**src/rtl/arb_pkg.sv**
```systemverilog
// Shared helpers for arbiter blocks: select-width sizing and index-to-one-hot decode.
package arb_pkg;

    // Widest requester vector the one-hot helper supports.
    localparam int MAX_N = 64;

    // Width of an index able to address n requesters; never below one bit.
    function automatic int sel_width(input int n);
        return (n > 1) ? $clog2(n) : 1;
    endfunction

    // One-hot decode of an index; callers slice the low N bits they need.
    function automatic logic [MAX_N-1:0] idx_to_onehot(input int unsigned idx);
        logic [MAX_N-1:0] one;
        one = 1;
        return one << idx;
    endfunction

endpackage

```
**src/rtl/rr_pick.sv**
```systemverilog
// Combinational rotating-priority picker: first set request at or after ptr, wrapping modulo N.
module rr_pick
    import arb_pkg::*;
#(
    parameter  int N  = 4,
    localparam int SW = sel_width(N)
) (
    input  logic [N-1:0]  req,
    input  logic [SW-1:0] ptr,
    output logic          found,
    output logic [SW-1:0] idx,
    output logic [N-1:0]  onehot
);

    logic [N-1:0]     masked;
    logic [2*N-1:0]   dbl;
    logic [MAX_N-1:0] oh_full;
    int               pos;

    // Double-width encode: the low copy holds requests at or above ptr, the high copy
    // holds all requests, so the lowest set bit is the winner in rotated order.
    always_comb begin
        masked = '0;
        for (int i = 0; i < N; i++) begin
            masked[i] = req[i] && (i >= int'(ptr));
        end
        dbl = {req, masked};
        pos = 0;
        for (int j = 2 * N - 1; j >= 0; j--) begin
            if (dbl[j]) begin
                pos = j;
            end
        end
        found   = |req;
        idx     = (pos >= N) ? SW'(pos - N) : SW'(pos);
        oh_full = idx_to_onehot(32'(idx));
        onehot  = found ? oh_full[N-1:0] : '0;
    end

endmodule

```
**src/rtl/rr_arbiter_n.sv**
```systemverilog
// Round-robin N-to-1 arbiter with a single registered valid/ready output stage.
//
// Handshake: an item moves across an interface on a rising edge where both valid
// and ready are high. Senders hold valid and data stable until that edge; ready
// may depend combinationally on valid (req_ready does), valid never depends on ready.
module rr_arbiter_n
    import arb_pkg::*;
#(
    parameter  int N            = 4,
    parameter  int M            = 8,
    localparam int SELECT_WIDTH = sel_width(N)
) (
    input  logic                    clk,
    input  logic                    rst_n,
    input  logic                    enable,
    input  logic [N-1:0]            req_valid,
    input  logic [M-1:0]            req_data [N-1:0],
    output logic [N-1:0]            req_ready,
    output logic                    out_valid,
    input  logic                    out_ready,
    output logic [M-1:0]            out_data,
    output logic [SELECT_WIDTH-1:0] out_select,
    output logic [N-1:0]            out_grant
);

    logic [SELECT_WIDTH-1:0] ptr;
    logic [SELECT_WIDTH-1:0] pick_idx;
    logic                    pick_found;
    logic [N-1:0]            pick_onehot;
    logic                    load;
    logic                    xfer;
    logic [MAX_N-1:0]        grant_full;

    rr_pick #(.N(N)) u_pick (
        .req    (req_valid),
        .ptr    (ptr),
        .found  (pick_found),
        .idx    (pick_idx),
        .onehot (pick_onehot)
    );

    // Accept slot exists when enabled and the output register is empty or draining;
    // reset also blocks accepts so nothing is granted while the block is held.
    always_comb begin
        load       = enable && (!out_valid || out_ready);
        xfer       = rst_n && load && pick_found;
        req_ready  = xfer ? pick_onehot : '0;
        grant_full = idx_to_onehot(32'(out_select));
        out_grant  = out_valid ? grant_full[N-1:0] : '0;
    end

    // Output register and priority pointer; ptr moves past the winner only on a transfer.
    always_ff @(posedge clk or negedge rst_n) begin
        if (!rst_n) begin
            out_valid  <= 1'b0;
            out_data   <= '0;
            out_select <= '0;
            ptr        <= '0;
        end else if (xfer) begin
            out_valid  <= 1'b1;
            out_data   <= req_data[pick_idx];
            out_select <= pick_idx;
            ptr        <= (pick_idx == SELECT_WIDTH'(N - 1)) ? '0 : pick_idx + 1'b1;
        end else if (out_valid && out_ready) begin
            out_valid  <= 1'b0;
        end
    end

endmodule

```
**config.mk**
```make
export PLATFORM = sky130hd
export DESIGN_NAME = rr_arbiter_n
export DESIGN_NICKNAME = d
export VERILOG_FILES = /design/src/rtl/arb_pkg.sv /design/src/rtl/rr_pick.sv /design/src/rtl/rr_arbiter_n.sv
export SDC_FILE = /design/constraint.sdc
export NUM_CORES = 1
export LEC_CHECK = 0
export CAP_MARGIN = 30
export CORE_ASPECT_RATIO = 1.75
export CORE_MARGIN = 8
export CORE_UTILIZATION = 29
export DETAILED_ROUTE_END_ITERATION = 12
export PLACE_DENSITY = 0.7
export SETUP_SLACK_MARGIN = 0.1
export SKIP_CTS_REPAIR_TIMING = 1
export SLEW_MARGIN = 30
export SYNTH_ARGS = -nofsm -noshare
export SYNTH_HDL_FRONTEND = slang
export SYNTH_HIERARCHICAL = 1
export SYNTH_SLANG_ARGS = --single-unit
```
**constraint.sdc**
```tcl
create_clock -name clk -period 5.65 [get_ports clk]
set_clock_uncertainty 0.1 [all_clocks]
set_input_delay 1.13 -clock clk [delete_from_list [all_inputs] [get_ports clk]]
set_output_delay 1.13 -clock clk [all_outputs]
set_load 0.02 [all_outputs]
```
==> results of run 1 <==
## registers in the layout, summed over array words and instances, names as in the netlist
signal / flops
out_data: 8
out_select: 2
ptr: 2
out_valid: 1
## how the worst max path moves through the flow
stage                       from      endpoint  slack [ns]  cells past startpoint
finish              req_valid[0]  req_ready[1]        1.02                      7
global placement    req_valid[0]  req_ready[3]        1.10                      7
floorplan           req_valid[1]  req_ready[0]        2.20                      7
CTS                 req_valid[0]  req_ready[1]        1.02                      7
detailed placement  req_valid[0]  req_ready[1]        1.02                      7
global route        req_valid[0]  req_ready[0]        0.93                      7
## cells in the mapped netlist
cell type	instances
a21boi_0	1
a21oi_1	5
a21oi_4	1
a22o_1	1
a311oi_1	1
and2_1	5
and3_1	1
buf_2	1
buf_4	2
buf_6	2
clkbuf_1	1
clkbuf_2	1
dfrtp_1	13
ha_1	1
inv_1	5
mux2_1	4
mux2_4	8
mux2i_1	1
mux4_2	8
nand2_1	2
nand2b_1	1
nand3_1	1
nor2_1	7
nor2b_1	1
nor3_1	1
nor3b_1	1
o21ai_0	4
o21bai_1	1
o221a_2	2
o2bb2a_1	1
o2bb2ai_1	1
## routing by layer
layer / up-vias / part of all wire (%)
li1: 429 / -
met1: 449 / 35
met2: 44 / 54
met3: 4 / 10
met4: 0 / 0.25
met5: - / 0
## worst max-delay path, delay by kind of cell
| kind | cells | cell delay [ns] |
|---|---|---|
| AOI/OAI and AO/OA | 1 | 0.49 |
| and+or+nand+nor | 4 | 0.52 |
| buffers and inverters | 2 | 1.26 |
## per-stage QoR
| step | power, W | utilization [%] | hold WS [ns] | area, sq um | worst slack, ns |
|---|---|---|---|---|---|
| global route | 0.000692 | 49.7 | 0.422 | 1650 | 0.927 |
| CTS | 0.000661 | 49.7 | 0.414 | 1650 | 1.02 |
| global placement | 0.000563 | 48.3 | 0.396 | 1610 | 1.10 |
| floorplan | 0.000422 | - | 0.419 | 1000 | 2.20 |
| detailed placement | 0.000576 | 48.3 | 0.396 | 1610 | 1.02 |
| finish | 0.000655 | 49.7 | 0.411 | 1650 | 1.02 |
## cells in the final DEF (no fill, tap or decap), drive strengths merged
master	netlist	final
nor3b	1	1
o2bb2a	1	1
mux4	8	8
dfrtp	13	13
o221a	2	2
a21oi	6	6
nor3	1	1
nand2	2	2
o21ai	4	4
and2	5	5
inv	5	5
mux2i	1	1
clkdlybuf4s50	0	58
nand3	1	1
a311oi	1	1
a22o	1	1
clkbuf	2	3
a21boi	1	1
nor2b	1	1
ha	1	1
o21bai	1	1
nand2b	1	1
buf	5	2
nor2	7	7
and3	1	1
o2bb2ai	1	1
mux2	12	12
clkinv	0	1
## report_power, final
group	internal (W)	switching, W
Combinational	0.000224	0.000165
Sequential	0.000138	0.0000462
Clock	0.0000486	0.0000332
Total	0.000411	0.000244
## cell families after synthesis
group	count (synthesis)
flops	13
compound gates	18
buf+inv	12
fa+ha+maj	1
simple gates	20
mux	21
## layout make-up
| class | count | area, sq um |
|---|---|---|
| Fill cell | 298 | 1680 |
| Inverter | 5 | 18.8 |
| Timing Repair Buffer | 60 | 596 |
| Tap cell | 45 | 56.3 |
| Clock inverter | 1 | 5.00 |
| Sequential cell | 13 | 325 |
| Clock buffer | 3 | 41.3 |
| Multi-Input combinational cell | 60 | 611 |
==> run metrics, run 1 <==
Syn Nets approximately 130; leading area contributor after synthesis dfrtp_1; Ys Warns 6; GPL Wtd Cong 0.672; clock latency on the worst-skew pair 0.24 ns; Root Buffer clkbuf_8; XOR/XNOR Fraction of Synth Area 0%; n_diodes 0; flop and latch count out of synthesis 13; Avg Inst Size Synth 11.8 sq um; Worst EP arrival 3.40 ns; fin crit period about 4.6 ns; setup TNS 0 ns; Routed Antenna Nets 0; Setup Crit Path Kind in2out; status finished, final reports clean; GR peak layer met2; Yosys cell types 31; max cap viols 0; CP endpoint kind primary output; Clock transition at path regs 0.05 ns; final wirelength 3.24 mm; Residual DRC 0; vias per inst 4.95; period utilization 82.0%; flop2flop setup slack 3.28 ns; Worst VDD drop 0.176 mV; initial antenna violation count 0; Placeable Area 0.00333 sq mm; cts bufs inserted 3; met1 usage in global routing 11.4%; Initial DRT Pass Iterations 4; measured slew at the worst slew-check pin 0.574 ns; Pleak 0.664 nW; Worst Path Required 4.42 ns; Crit Path Max Fanout 16; first-pass GRT wire length 4.92 mm; Critical-path top delay cell clkdlybuf4s50_1; largest net degree at the start of global routing 17; Slew Viols, Final 0; starting density of the core 30.0%; Reg2Reg Launch Point ptr[1]; CP Launch Type input port; RSZ-0062 raised after global routing false; Worst Reg-to-Reg Cells 6; Hold Path Depth 1; Hold Path Class reg2reg; vias in the first global route between 900 and 1000; final non-filler cell total 187; GR met3 Demand/Resource approximately 4.3%; share of the synthesized area in the top cell type 32.5%; Port Buf Inserts 58; hpwl dp 2.65 mm; Slew headroom 61.6%; CTS Sinks 13; Cell Pwr Density 396 mW/mm^2; maximum buffer depth of the clock tree 2; Simple-Gate Fraction of Synth Area 10.1%; critical path's largest stage delay ~0.64 ns; worst path cell trace clkdlybuf4s50_1 > nor2_1 > nand2_1 > nand3_1 > a21oi_4 > and2_1 > clkdlybuf4s50_1; Final Hold Violating Endpoints 0; die width 60.4 um; WHS Endpoint out_data[0]; die area roughly 0.0057 sq mm; post-synthesis mux area share 35.5%; final net count 184; sequential area share after synthesis 32.5%; die height 93.7 um; GRT Resource Usage Total approximately 11%; # rows 28; CP dominant cell by count clkdlybuf4s50_1; Setup-failing EPs final 0; Hold Crit Start out_data[0]; post-placement cell count 183; IO Pins 59; area grow syn2layout 65.3%; Compound-Gate Fraction of Synth Area a little over an eighth; Synth Area in Adders 1.25%; Worst R2R End out_data[3]; TritonCTS clock tree built; Mapped Cells 85; largest family of logic cells by synthesized area multiplexers; mapped cell area around 1000 sq um; top post-synthesis cells by area dfrtp_1 33%, mux4_2 18%, mux2_4 12%, mux2_1 4.5%, and2_1 3.1%; htree depth 1; FMAX 216 MHz; first-iteration detailed-routing DRC count 17; total grt overflow 0; layout cells sized above 1 18.3%; met2 Use GR 20.8%; Routed WL per cell approximately 17 um; routed via count approximately 930
Note: power is estimated with default switching activity, not from simulation.
==> inputs of run 2 (changes only) <==
Settings changed: PLACE_DENSITY 0.7 to 0.72.
Clock period 5.65 ns to 4.1 ns, I/O delays scaled along.
==> run 2 against run 1 <==
Effect of this change:
- cell count rose by 0.53%
- global-route usage rose by 0.054 points
- combinational power rose by 36%
- largest cell class unchanged
==> run metrics, run 2 (synthesis results as in run 1) <==
status finished, final reports clean; first-iteration detailed-routing DRC count 22; Worst R2R End out_data[3]; setup TNS 0 ns; final worst slack ~0.47 ns; FMAX 275 MHz; most frequent cells in the layout 58 x clkdlybuf4s50_1, 13 x dfrtp_1, 8 x mux4_2, 8 x mux2_4, 7 x nor2_1; Routed Antenna Nets 0; Reg2Reg Launch Point ptr[1]; period utilization 88.6%; die area ~0.0057 sq mm; Hold Path Class reg2reg; CTS Sinks 13; Slew headroom 68.7%; RSZ-0062 raised after global routing false; Root Buffer clkbuf_8; fin crit period 3.63 ns; switching portion of total power a little over a third; max cap viols 0; final net count 185; CP endpoint kind primary output; clock latency on the worst-skew pair 0.24 ns; final non-filler cell total 188; WHS Endpoint out_data[4]; final wirelength 3.02 mm; starting density of the core 30.0%; Residual DRC 0; Port Buf Inserts 58; Final Util 49.8%; Hold Crit Start out_data[4]; Top Family by Delay on Critical Path buffers and inverters; Hold Path Depth 1; Int Pwr 0.000567 W; critical path's largest stage delay roughly 0.64 ns; combinational power share 59.2%; layout cells sized above 1 a little under a fifth; Worst EP arrival roughly 2.7 ns; most common cell after layout, fill and taps aside clkdlybuf4s50_1; die width 60.4 um; first-pass GRT wire length 4.96 mm; Net Sw Power 0.000326 W; Initial DRT Pass Iterations 4; vias per inst approximately 4.8; Routed WL per cell 16.0 um; Crit Path Max Fanout 9; Reg with most FFs out_data; htree depth 1; measured slew at the worst slew-check pin ~0.47 ns; initial antenna violation count 0; post-placement cell count 184; n_diodes 0; Worst Reg-to-Reg Cells 6; Setup-failing EPs final 0; clock share of power approximately 13%; Critical-path top delay cell clkdlybuf4s50_1; flop2flop setup slack 1.69 ns; Worst Path Required 3.18 ns; Largest register FFs 8; die height 93.7 um; maximum buffer depth of the clock tree 2; CP dominant cell by count clkdlybuf4s50_1; GRT Resource Usage Total 11.3%; routed via count 908; pre-CTS setup slack between 0.4 and 0.5 ns; TritonCTS clock tree built; crit path buf inv count 2; Slew Viols, Final 0; Power Total 0.000892 W; Regs by FF count out_data x8, out_select x2, ptr x2; worst path cell trace clkdlybuf4s50_1 > nor2_1 > nand2_1 > nand3_1 > a21oi_4 > and2_1 > clkdlybuf4s50_1; total grt overflow 0; largest net degree at the start of global routing 14; Placeable Area 0.00333 sq mm; # rows 28; Cell Pwr Density about 540 mW/mm^2; Setup Crit Path Kind in2out; CP Launch Type input port; Reg power frac between 20% and 30%; cts bufs inserted 3; hpwl dp 2.53 mm; area grow syn2layout 66.0%; GPL Wtd Cong 0.712; IO Pins 59; Clock transition at path regs roughly 0.06 ns; Worst VDD drop 0.305 mV; Pleak 0.666 nW; vias in the first global route 1027; Final Hold Violating Endpoints 0
run 2: changes by cell type in the layout (fill, tap and decap cells not counted), sizes merged:
cell	delta
buf	+1
clkinv	-1
clkbuf	+1
run 2: final cells by class:
cell class | instances | area, sq um
Fill cell | 306 | 1670
Multi-Input combinational cell | 60 | 611
Timing Repair Buffer | 61 | 603
Sequential cell | 13 | 325
Tap cell | 45 | 56.3
Clock buffer | 4 | 45.0
Inverter | 5 | 18.8
run 2: per-layer routing:
metal	global-route usage [%]	part of all wire [%]	up-vias
li1	-	-	430
met1	11.5	35	446
met2	21.3	57	32
met3	3.84	7.9	0
met4	1.20	0	0
met5	0	0	-
run 2: per-stage QoR:
step | hold WS [ns] | instance area (sq um)
floorplan | 0.419 | 1000
global placement | 0.395 | 1610
detailed placement | 0.393 | 1610
CTS | 0.408 | 1660
global route | 0.426 | 1660
finish | 0.404 | 1660
run 2: worst max-delay path by stage:
stage | from | endpoint | slack [ns] | cells after the start
after floorplan | req_valid[1] | req_ready[0] | 1.27 | 7
after global placement | req_valid[0] | req_ready[1] | 0.55 | 7
after detailed placement | req_valid[0] | req_ready[3] | 0.48 | 7
after CTS | req_valid[0] | req_ready[3] | 0.47 | 7
after global routing | req_valid[0] | req_ready[3] | 0.30 | 7
final | req_valid[0] | req_ready[2] | 0.47 | 7
run 2: power groups by stage:
stage | registers [W] | clock network (W) | logic [W]
after floorplan | 0.000299 | 0 | 0.000282
after global placement | 0.000253 | 0 | 0.000526
after detailed placement | 0.000255 | 0 | 0.000534
after CTS | 0.000253 | 0.000115 | 0.000537
after global routing | 0.000265 | 0.000124 | 0.000567
final | 0.000252 | 0.000112 | 0.000529
==> inputs of run 3 (changes only) <==
Settings changed: CORE_ASPECT_RATIO 1.75 to default, CORE_MARGIN 8 to default, PLACE_DENSITY 0.72 to 0.78.
==> run 3 against run 2 <==
Effect of this change:
- routed wire length fell by 16%
- global-route usage is 3.8 points higher
- design area shrank 0.75%
- combinational power is 1% lower
- critical path depth did not move
- largest cell class unchanged
- core utilization increased by 2.4 points
- cell count is the same
- first-iteration DRC count rose by 50%
- sequential power hardly changed
- critical endpoint is now req_ready[3]
- die area fell by 35%
- clock power shrank 30%
- largest power group unchanged
- total power is 4.4% lower
==> run metrics, run 3 (synthesis results as in run 1) <==
hpwl dp between 2 and 2.5 mm; Critical-path top delay cell clkdlybuf4s50_1; Pleak 0.664 nW; vias per inst ~5.0; Power Total 0.000853 W; CP dominant cell by count clkdlybuf4s50_1; CP endpoint kind primary output; area grow syn2layout 64.7%; Post-Layout Inst Area 0.00165 sq mm; Post-DP Area 0.00162 sq mm; RSZ-0062 raised after global routing false; area of the multi-input gates between 600 and 700 sq um; CP Launch Type input port; Residual DRC 0; Cell Pwr Density 518 mW/mm^2; first-pass GRT wire length between 4 and 5 mm; Worst VDD drop 0.233 mV; Slew Viols, Final 0; Setup-failing EPs final 0; n_diodes 0; most frequent cells in the layout 58 x clkdlybuf4s50_1, 13 x dfrtp_1, 8 x mux4_2, 8 x mux2_4, 7 x nor2_1; first-iteration detailed-routing DRC count 33; FMAX around 280 MHz; FF+latch area 325 sq um; # rows 20; maximum buffer depth of the clock tree 2; starting density of the core 31.7%; Port Buf Inserts 58; Worst Path Required about 3.2 ns; fillcell total 310; Root Buffer clkbuf_4; CTS Sinks 13; GRT Resource Usage Total 15.0%; Placeable Area about 0.0032 sq mm; final net count approximately 190; fin crit period approximately 3.6 ns; Hold Path Class reg2reg; clock latency on the worst-skew pair 0.27 ns; met1 usage in global routing 17.0%; final hold slack between 0.4 and 0.5 ns; Final Hold Violating Endpoints 0; initial antenna violation count 0; total grt overflow 0; Crit Path Max Fanout 10; critical path's largest stage delay 0.65 ns; met2 Use GR 28.6%; Slew headroom between 60 and 70%; Regs by FF count out_data x8, out_select x2, ptr x2; Worst EP arrival 2.69 ns; measured slew at the worst slew-check pin 0.470 ns; Routed WL per cell 13.5 um; Final Util a little over half; Clock transition at path regs ~0.08 ns; cts bufs inserted 3; layout cells sized above 1 between 10% and 20%; vias in the first global route ~920; htree depth 1; largest net degree at the start of global routing 14; die width 60.7 um; worst path cell trace clkdlybuf4s50_1 > nor2_1 > nand2_1 > nand3_1 > a21oi_4 > and2_1 > clkdlybuf4s50_1; setup TNS 0 ns; period utilization 88.0%; Largest register FFs 8; Initial DRT Pass Iterations 4; status finished, final reports clean; most common cell after layout, fill and taps aside clkdlybuf4s50_1; max cap viols 0; die area around 0.0037 sq mm; GPL Wtd Cong 0.782; routed via count 936; Setup Crit Path Kind in2out; die height 60.7 um; final wirelength roughly 2.5 mm; IO Pins ~60; GR met3 Demand/Resource 4.05%; GR peak layer met2; Reg with most FFs out_data; Routed Antenna Nets 0; TritonCTS clock tree built
==> run 3: cell types whose count changed in the layout (fill, tap and decap cells not counted), sizes merged <==
cell and delta:
buf +1
==> run 3: layer usage <==
layer  up-vias  share of wire, %
li1        434                 -
met1       455                38
met2        47                55
met3         0               6.2
met4         0                 0
met5         -                 0
==> run 3: through the flow <==
stage | instances | setup WS, ns
after floorplan | 85 | 1.27
after global placement | 184 | 0.534
final | 188 | 0.492
after global routing | 188 | 0.334
after detailed placement | 184 | 0.470
after CTS | 188 | 0.464
==> run 3: worst paths after layout <==
kind	startpoint	to	slack, ns	cells past startpoint
worst max-delay path	req_valid[2]	req_ready[3]	0.49	7
worst min-delay path	out_data[7]	out_data[7]	0.42	1
worst max register to register	ptr[1]	out_data[0]	1.68	6
worst min register to register	out_data[7]	out_data[7]	0.42	1
max in group asynchronous	rst_n	ptr[0]	2.93	2
min in group asynchronous	rst_n	out_valid	0.80	2
==> run 3: power by group <==
group | internal (W) | total, W | switching (W)
combinational | 0.000309 | 0.000522 | 0.000213
clock | 0.0000376 | 0.0000785 | 0.0000408
sequential | 0.000189 | 0.000252 | 0.0000631
total | 0.000536 | 0.000853 | 0.000317
==> run 3: worst max-delay path: cells and delay by family <==
kind,cells,cell delay (ns)
AND/OR/NAND/NOR,4,0.44
AO/OA/AOI/OAI,1,0.19
buffers and inverters,2,1.25
==> run 3: layout make-up <==
type,instances,share of cell area [%]
tap,44,3.34
clock buffer,4,1.60
multi-input combinational,60,37.1
inverter,5,1.14
timing repair buffer,62,37.1
sequential,13,19.8
